### config.mk
export PLATFORM = sky130hd
export DESIGN_NAME = mmb_burst_arbiter
export DESIGN_NICKNAME = d
export VERILOG_FILES = /design/src/rtl/mmb_burst_arbiter.sv
export SDC_FILE = /design/constraint.sdc
export NUM_CORES = 1
export LEC_CHECK = 0
export ABC_CLOCK_PERIOD_IN_PS = 4500
export BUFFER_PORTS_ARGS = -buffer_cell sky130_fd_sc_hd__buf_2
export CAP_MARGIN = 20
export CORE_MARGIN = 2
export CORE_UTILIZATION = 50
export CTS_BUF_LIST = sky130_fd_sc_hd__clkbuf_8
export DETAILED_ROUTE_END_ITERATION = 10
export PLACE_DENSITY = 0.81
export SYNTH_ARGS = -nofsm -noshare
export SYNTH_HDL_FRONTEND = slang
export SYNTH_SLANG_ARGS = --single-unit
### constraint.sdc
create_clock -name clk -period 4.5 [get_ports clk]
set_input_delay 0.9 -clock clk [delete_from_list [all_inputs] [get_ports clk]]
set_output_delay 0.9 -clock clk [all_outputs]
set_load 0.01 [all_outputs]
### src/rtl/mmb_burst_arbiter.sv
// mmb_burst_arbiter
//
// Shares one Avalon-MM style burst master port between two requesters.
// Arbitration is round-robin at burst granularity: once a requester wins,
// it owns the memory port for a whole write burst (never interleaved with
// the other requester) or for a single read command. Outstanding reads are
// remembered in a small tag FIFO so the returning data words are steered
// only to the requester that issued the read.
//
// Ports
//   clk, reset          clock, asynchronous active-high reset
//   sN_addr, sN_bcnt    requester N burst start address / burst length
//   sN_wreq, sN_wdat    requester N write request / write data
//   sN_rreq             requester N read request
//   sN_rdat, sN_rval    requester N read data / read data valid
//   sN_busy             requester N waitrequest
//   m_addr, m_bcnt      memory burst start address / burst length
//   m_wreq, m_wdat      memory write / write data
//   m_rreq              memory read
//   m_rdat, m_rval      memory read data / read data valid
//   m_busy              memory waitrequest
module mmb_burst_arbiter #(
    parameter int DWIDTH = 8,
    parameter int AWIDTH = 6,
    parameter int BWIDTH = 4,
    parameter int TDEPTH = 4
) (
    input  logic              clk,
    input  logic              reset,
    input  logic [AWIDTH-1:0] s0_addr,
    input  logic [BWIDTH-1:0] s0_bcnt,
    input  logic              s0_wreq,
    input  logic [DWIDTH-1:0] s0_wdat,
    input  logic              s0_rreq,
    output logic [DWIDTH-1:0] s0_rdat,
    output logic              s0_rval,
    output logic              s0_busy,
    input  logic [AWIDTH-1:0] s1_addr,
    input  logic [BWIDTH-1:0] s1_bcnt,
    input  logic              s1_wreq,
    input  logic [DWIDTH-1:0] s1_wdat,
    input  logic              s1_rreq,
    output logic [DWIDTH-1:0] s1_rdat,
    output logic              s1_rval,
    output logic              s1_busy,
    output logic [AWIDTH-1:0] m_addr,
    output logic [BWIDTH-1:0] m_bcnt,
    output logic              m_wreq,
    output logic [DWIDTH-1:0] m_wdat,
    output logic              m_rreq,
    input  logic [DWIDTH-1:0] m_rdat,
    input  logic              m_rval,
    input  logic              m_busy
);

    localparam int PW = $clog2(TDEPTH);
    localparam logic [BWIDTH-1:0] BONE = BWIDTH'(1);

    typedef enum logic [1:0] {IDLE, RD, WR} state_t;

    // A burst count of zero still moves one word.
    function automatic logic [BWIDTH-1:0] burst_len(input logic [BWIDTH-1:0] b);
        return (b == '0) ? BONE : b;
    endfunction

    state_t            state, state_nxt;
    logic              gnt_id, gnt_id_nxt;    // requester owning the port
    logic              last_id, last_id_nxt;  // round-robin pointer (last winner)
    logic [BWIDTH-1:0] wcnt, wcnt_nxt;        // write words still to accept

    // Grantee-selected request fields
    logic [AWIDTH-1:0] g_addr;
    logic [BWIDTH-1:0] g_bcnt;
    logic              g_wreq;
    logic              g_rreq;
    logic [DWIDTH-1:0] g_wdat;
    logic              g_busy;

    // Arbitration candidates
    logic              p0, p1;
    logic              pick;
    logic              pick_wreq;
    logic [BWIDTH-1:0] pick_bcnt;

    // Tag FIFO: one entry per accepted read command
    logic              tag_id_mem   [TDEPTH];
    logic [BWIDTH-1:0] tag_bcnt_mem [TDEPTH];
    logic [PW:0]       wr_ptr, rd_ptr;
    logic              tag_full, tag_empty;
    logic              tag_push, tag_pop;
    logic              head_id;
    logic [BWIDTH-1:0] head_bcnt;

    // Read return tracking
    logic [BWIDTH-1:0] ret_cnt;   // 0 = head burst not started yet
    logic [BWIDTH-1:0] ret_rem;
    logic              ret_take;

    always_comb begin
        g_addr = gnt_id ? s1_addr : s0_addr;
        g_bcnt = gnt_id ? s1_bcnt : s0_bcnt;
        g_wreq = gnt_id ? s1_wreq : s0_wreq;
        g_rreq = gnt_id ? s1_rreq : s0_rreq;
        g_wdat = gnt_id ? s1_wdat : s0_wdat;
    end

    // s0 wins a tie only when s1 was the last winner.
    always_comb begin
        p0        = s0_wreq | s0_rreq;
        p1        = s1_wreq | s1_rreq;
        pick      = !(p0 && (!p1 || last_id));
        pick_wreq = pick ? s1_wreq : s0_wreq;
        pick_bcnt = pick ? s1_bcnt : s0_bcnt;
    end

    always_comb begin
        tag_full  = (wr_ptr[PW] != rd_ptr[PW]) && (wr_ptr[PW-1:0] == rd_ptr[PW-1:0]);
        tag_empty = (wr_ptr == rd_ptr);
        head_id   = tag_id_mem[rd_ptr[PW-1:0]];
        head_bcnt = tag_bcnt_mem[rd_ptr[PW-1:0]];
    end

    always_comb begin
        state_nxt   = state;
        gnt_id_nxt  = gnt_id;
        last_id_nxt = last_id;
        wcnt_nxt    = wcnt;
        m_wreq      = 1'b0;
        m_rreq      = 1'b0;
        g_busy      = 1'b1;
        tag_push    = 1'b0;
        case (state)
            IDLE: begin
                if (p0 || p1) begin
                    gnt_id_nxt  = pick;
                    last_id_nxt = pick;
                    if (pick_wreq) begin
                        state_nxt = WR;
                        wcnt_nxt  = burst_len(pick_bcnt);
                    end else begin
                        state_nxt = RD;
                    end
                end
            end
            RD: begin
                // A full tag FIFO stalls the read even if a pop is in flight,
                // so the push never has to rely on the same-cycle pop.
                m_rreq = g_rreq & ~tag_full;
                g_busy = m_busy | tag_full;
                if (!g_rreq) begin
                    state_nxt = IDLE;
                end else if (m_rreq && !m_busy) begin
                    tag_push  = 1'b1;
                    state_nxt = IDLE;
                end
            end
            WR: begin
                m_wreq = g_wreq;
                g_busy = m_busy;
                if (g_wreq && !m_busy) begin
                    wcnt_nxt = wcnt - BONE;
                    if (wcnt == BONE) state_nxt = IDLE;
                end
            end
            default: state_nxt = IDLE;
        endcase
    end

    always_comb begin
        ret_rem  = (ret_cnt == '0) ? burst_len(head_bcnt) : ret_cnt;
        ret_take = m_rval & ~tag_empty;     // data with no owner is dropped
        tag_pop  = ret_take & (ret_rem == BONE);
    end

    assign m_addr  = g_addr;
    assign m_bcnt  = g_bcnt;
    assign m_wdat  = g_wdat;
    assign s0_busy = gnt_id ? 1'b1 : g_busy;
    assign s1_busy = gnt_id ? g_busy : 1'b1;
    assign s0_rdat = m_rdat;
    assign s1_rdat = m_rdat;
    assign s0_rval = ret_take & ~head_id;
    assign s1_rval = ret_take & head_id;

    always_ff @(posedge clk or posedge reset) begin
        if (reset) begin
            state   <= IDLE;
            gnt_id  <= 1'b0;
            last_id <= 1'b1;
            wcnt    <= '0;
            wr_ptr  <= '0;
            rd_ptr  <= '0;
            ret_cnt <= '0;
        end else begin
            state   <= state_nxt;
            gnt_id  <= gnt_id_nxt;
            last_id <= last_id_nxt;
            wcnt    <= wcnt_nxt;
            wr_ptr  <= wr_ptr + (PW+1)'(tag_push);
            rd_ptr  <= rd_ptr + (PW+1)'(tag_pop);
            if (ret_take) ret_cnt <= tag_pop ? '0 : ret_rem - BONE;
        end
    end

    // Tag storage holds payload only; validity comes from the pointers.
    always_ff @(posedge clk) begin
        if (tag_push) begin
            tag_id_mem[wr_ptr[PW-1:0]]   <= gnt_id;
            tag_bcnt_mem[wr_ptr[PW-1:0]] <= g_bcnt;
        end
    end

endmodule

# ---- Yosys cells after proc, flatten, opt, wreduce, memory -nomap -nowiden
# Memory sizes are Yosys's and may differ from the RTL's.
# Index checks and enable logic that the tools add are counted.
dict set report word_totals {
  word_cells 85
  inputBits 52
  output_inout_bits 40
  mem_bits_rw 20
  regBits 18
  mem_count 2
}
dict set report classes {
  n_reduce_logical 17
  muxes 32
  add_sub_neg 4
  n_eq_ne 12
  n_bitwise 11
}
# memory words width rd rd_clocked_by_memory_dff write_ports line
set memory_table {}
lappend memory_table {tag_bcnt_mem 4 4 1 0 1 87} ;# logic [BWIDTH-1:0] tag_bcnt_mem [TDEPTH];
lappend memory_table {tag_id_mem 4 1 1 0 1 86} ;# logic tag_id_mem [TDEPTH];
# cell n
set op_table {}
lappend op_table {{$mux W4} 9}
lappend op_table {{$logic_not A4 Y1} 3}
lappend op_table {{$mux W1} 12}
lappend op_table {{$mux W2} 6}
lappend op_table {{$eq A4 B1 Y1 const B} 2}
lappend op_table {{$mux W8} 1}
lappend op_table {{$ne A2 B2 Y1 const B} 4}
lappend op_table {{$pmux W4 S2} 1}
lappend op_table {{$reduce_and A4 Y1} 2}
lappend op_table {{$sub A4 B1 Y4 const B} 2}
lappend op_table {{$add A3 B1 Y3} 2}
lappend op_table {{$mux W6} 1}
lappend op_table {{$pmux W2 S3} 1}
lappend op_table {{$and A1 B1 Y1} 5}
lappend op_table {{$logic_and A1 B1 Y1} 4}
lappend op_table {{$eq A3 B3 Y1} 1}
lappend op_table {{$logic_not A1 Y1} 3}
lappend op_table {{$ne A3 B3 Y1 const B} 1}
lappend op_table {{$not A1 Y1} 3}
lappend op_table {{$or A1 B1 Y1} 3}
lappend op_table {{$eq A2 B1 Y1 const B} 1}
lappend op_table {{$eq A2 B2 Y1} 1}
lappend op_table {{$eq A2 B2 Y1 const B} 1}
lappend op_table {{$logic_not A2 Y1} 1}
lappend op_table {{5 further kinds} 6}

# ---- Logic depth before layout (Yosys ltp)
dict set report logic_depth {
  depth_word 10
  mapped_depth 11
  ltp_nobuf 10
}

# ---- Worst setup path before layout
# OpenSTA, ideal clock, no wires.
dict set report synth_timing {
  path_type {reg-to-reg}
  startpoint {reg rd_ptr[0]}
  endpoint {reg rd_ptr[2]}
  setup_ns 0.079
  synth_period_minus_slack_ns 2.539
  setup_slack_ns 1.961
  path_stages_with_launch 12
  path_buffers 1
  arrival_ns 2.459
  required_ns 4.421
  cell_sequence {dfrtp_1 -> buf_6 -> mux4_2 -> or2_4 -> nor3b_2 -> a211o_2 -> ha_1 -> nor3b_1 -> and3_1 -> ha_1 -> ha_1 -> xor2_1}
}
dict set report synth_between {
  elab_chain_len 7
  elab_cells_between_ends 10
  cone_classes {1 x add/sub; 2 x eq/ne; 2 x mux; 3 x bitwise; 1 x reduce/logical; 1 x memory}
}
# item line
set synth_rtl {}
lappend synth_rtl {{from (decl)} 88} ;# logic [PW:0] wr_ptr, rd_ptr;
lappend synth_rtl {{from (signal assigned)} 200} ;# rd_ptr <= rd_ptr + (PW+1)'(tag_pop);
lappend synth_rtl {{$mem_v2 Z4 W4} --}
lappend synth_rtl {{$logic_not A4 Y1} 63} ;# return (b == '0) ? BONE : b;
lappend synth_rtl {{$mux W4} 63}
lappend synth_rtl {{$mux W4} 170} ;# ret_rem = (ret_cnt == '0) ? burst_len(head_bcnt) : ret_cnt;
lappend synth_rtl {{$eq A4 B1 Y1} 172} ;# tag_pop = ret_take & (ret_rem == BONE);
lappend synth_rtl {{$and A1 B1 Y1} 172}
lappend synth_rtl {{$add A3 B1 Y3 *} 200}
# Every way passes the cells marked *; elsewhere a longest branch is shown, timed or not.
# A chain may end at the register's enable or synchronous reset.

# ---- Worst setup path after layout
# Ends and elaborated chain as after synthesis.

==> results by group <==
Global routing
  • Antenna violations before repair: 0
  • Vias in the first global route: 1582
  • Gr usage total: 18.3%
  • Global-route wire length before repair: 7.43 mm
  • Largest net degree at the start of global routing: 28
  • Overflow after GRT: 0

Timing
  • Setup-failing EPs final: 0
  • Min Clock Period, post-route: 2900 ps
  • RSZ-0062 raised after global routing: false
  • Final Max Slew Viols: 0
  • Skew final: 8.43 ps
  • Rel. slew slack: 34.2%
  • Slew @ Worst Pin: 986 ps
  • Period Utilization, post-route: 64.5%
  • Final Hold Vio Count: 0
  • Setup TNS: 0 ps
  • F_max: 345 MHz

Power
  • Tot Pwr: 1.66 mW
  • Maximum vdd drop: 0.396 mV
  • Leak: 1.21 nW
  • Pwr dens: 607 nW/um2

Floorplanning
  • Die X-Extent: 73.0 um
  • Core Footprint: 4660 um2
  • Initial core utilization: 51.1%
  • I/O pins: 92
  • Die Area: 5330 um2
  • Die H: 73.0 um
  • Core Rows: 25

Critical path
  • Kind of critical path: reg2reg
  • CP startpoint kind: flip-flop
  • FF-to-FF path depth: 10
  • Worst R2R Start: rd_ptr[0]
  • Sequence of cells on the critical path: mux4_2 > or2_4 > nor3b_2 > a211o_2 > ha_1 > nor3b_1 > and3_1 > ha_1 > ha_1 > xor2_1
  • Slowest stage delay, CP: 580 ps
  • Worst path slowest cell: mux4_2
  • Crit-path most repeated cell: ha_1
  • Bufs and invs on worst path: 0
  • Worst EP required: 4700 ps
  • FF-to-FF End: rd_ptr[2]
  • Crit-path leading delay family: simple AND/OR/NAND/NOR gates
  • CP Capture Type: flip-flop
  • R2r setup slk: 1600 ps
  • CP max FO: 7
  • Crit path arrival time: 3100 ps
  • Critical Path Source: rd_ptr[0]

Finish
  • Final nets: 319
  • Layout cell share with drive strength beyond 1: 42.8%
  • P&R area growth vs syn: 14.8%
  • Antenna Diode Count: 0

Clock tree
  • Maximum clock insertion buffer count: 2
  • Clk_lat worst skew: 280 ps
  • Post-CTS Setup Inserts: 0
  • Post-CTS sizing: 0
  • H-tree levels: 2
  • Root Driver: clkbuf_8
  • TritonCTS clock tree: done
  • CTS Sinks: 38
  • CTS buffer count: 5
  • Hold-fix buffers, CTS: 0
  • Worst-path clk slew: 70 ps

Synth
  • Post-synth EDFFs: 20
  • FF+latch count, synth: 38
  • Register area share after synthesis: 44.2%
  • Syn_nets: 267
  • Top_reg_cell synth: edfxtp_1
  • Post-synthesis cell area: 2380 um2
  • Distinct cell type count after synthesis: 43
  • Post-Synthesis Cells: 204
  • Mean Syn Cell Area: 11.7 um2
  • Yosys warns: 0
  • Fraction of registers with async set/reset: 47.4%

Run
  • # Max-Cap Violations: 0

Routing
  • Detailed Route WL: 4.57 mm
  • Post-route ant nets: 0
  • First-pass DRT Iterations: 4
  • WL per Instance: 14.7 um
  • Initial DRC Count: 74
  • Via density: 5.46
  • Vias post-DR: 1699
  • DRC viols: 0

Hold path
  • WHS Path Cells: 2
  • Hold path endpoint: last_id
  • Min-delay src: last_id
  • Worst min-delay path category: reg2reg

Placed design
  • # port buffers: 67
  • Final RePlAce weighted congestion: 0.902
  • Dpl hpwl: 3.60 mm

Status
  • Status: completed
## cells in the final DEF (no fill, tap or decap), drive strengths merged, types with 2 or more instances in the layout
cell type	instances
o211ai	4
clkbuf	5
inv	12
mux2i	5
a21oi	7
nor2	14
ha	11
a31oi	4
dfrtp	17
o21ai	11
nor2b	2
edfxtp	20
nor3	5
and3	2
mux4	5
or2	2
nand3	4
buf	67
nor3b	4
xor2	5
nand2	10
nand2b	3
mux2	23
## how the worst max path moves through the flow
stage	depth (start not counted)	slack (ps)	end
4_1_cts	10	1590	rd_ptr[2]
5_1_grt	10	1430	rd_ptr[2]
3_5_place_dp	10	1620	rd_ptr[2]
6_report	10	1600	rd_ptr[2]
3_3_place_gp	10	1780	rd_ptr[2]
2_1_floorplan	11	1960	rd_ptr[2]
## layer usage
layer | vias up | wire, um | track usage (%)
li1 | 829 | - | -
met1 | 815 | 1920 | 23.0
met5 | - | 0 | 0
met3 | 6 | 201 | 4.14
met4 | 0 | 46 | 5.56
met2 | 49 | 2400 | 31.4
## worst reg2reg max path, cell delays in order (launching register included)
cell	delay, ps
dfrtp_1	550
mux4_2	580
or2_4	290
nor3b_2	160
a211o_2	160
ha_1	170
nor3b_1	200
and3_1	250
ha_1	170
ha_1	150
xor2_1	160
## kinds of logic after synthesis
| logic type | count (synthesis) | synth area share [%] |
|---|---|---|
| xor gates and xnor gates | 6 | 2.21 |
| AOI/OAI and AO/OA | 32 | 9.46 |
| buffers and inverters | 32 | 8.20 |
| DFF | 38 | 44.2 |
| and+or+nand+nor | 52 | 12.1 |
| adders and majority gates | 11 | 5.78 |
| muxes | 33 | 18.0 |
## registers in the layout, summed over array words and instances (netlist names)
register      flops
tag_id_mem        4
last_id           1
tag_bcnt_mem     16
rd_ptr            3
gnt_id            1
ret_cnt           4
state             2
wcnt              4
wr_ptr            3
## metrics by stage
| step | area, um2 | cells | hold WS (ps) | worst slack, ps | util, % |
|---|---|---|---|---|---|
| after floorplan | 2380 | 204 | 472 | 1960 | - |
| after global placement | 2630 | 303 | 492 | 1780 | 56.3 |
| after detailed placement | 2630 | 303 | 528 | 1620 | 56.3 |
| after CTS | 2730 | 311 | 531 | 1590 | 58.6 |
| after global routing | 2730 | 311 | 553 | 1430 | 58.6 |
| final | 2730 | 311 | 526 | 1600 | 58.6 |
## Yosys cell counts (4+ instances only)
master	instances	area share [%]
xor2_1	5	1.8
clkbuf_1	4	0.63
nor2_1	14	2.2
mux2_2	23	11
edfxtp_1	20	25
nor3_1	5	1.1
nand3_1	4	0.84
o211ai_1	4	1.3
mux2i_1	5	2.1
a21oi_1	6	1.3
buf_4	16	5.0
nand2_1	10	1.6
a31oi_1	4	1.1
dfrtp_1	17	18
inv_1	9	1.4
ha_1	11	5.8
o21ai_0	11	2.3
## report_power, final
| group | switching (mW) | internal, mW |
|---|---|---|
| combinational | 0.386 | 0.377 |
| clock | 0.111 | 0.161 |
| sequential | 0.149 | 0.474 |
| total | 0.646 | 1.01 |
## area by class of cell
| type | instances | area (um2) |
|---|---|---|
| clock buffers | 5 | 68.8 |
| clock inverters | 3 | 37.5 |
| fillers | 370 | 1930 |
| inverters | 10 | 37.5 |
| multi-input cells | 134 | 1130 |
| flip-flops and latches | 38 | 1050 |
| well taps | 54 | 67.6 |
| repair buffers | 67 | 335 |
No activity file was read; power rests on OpenSTA's default activity.
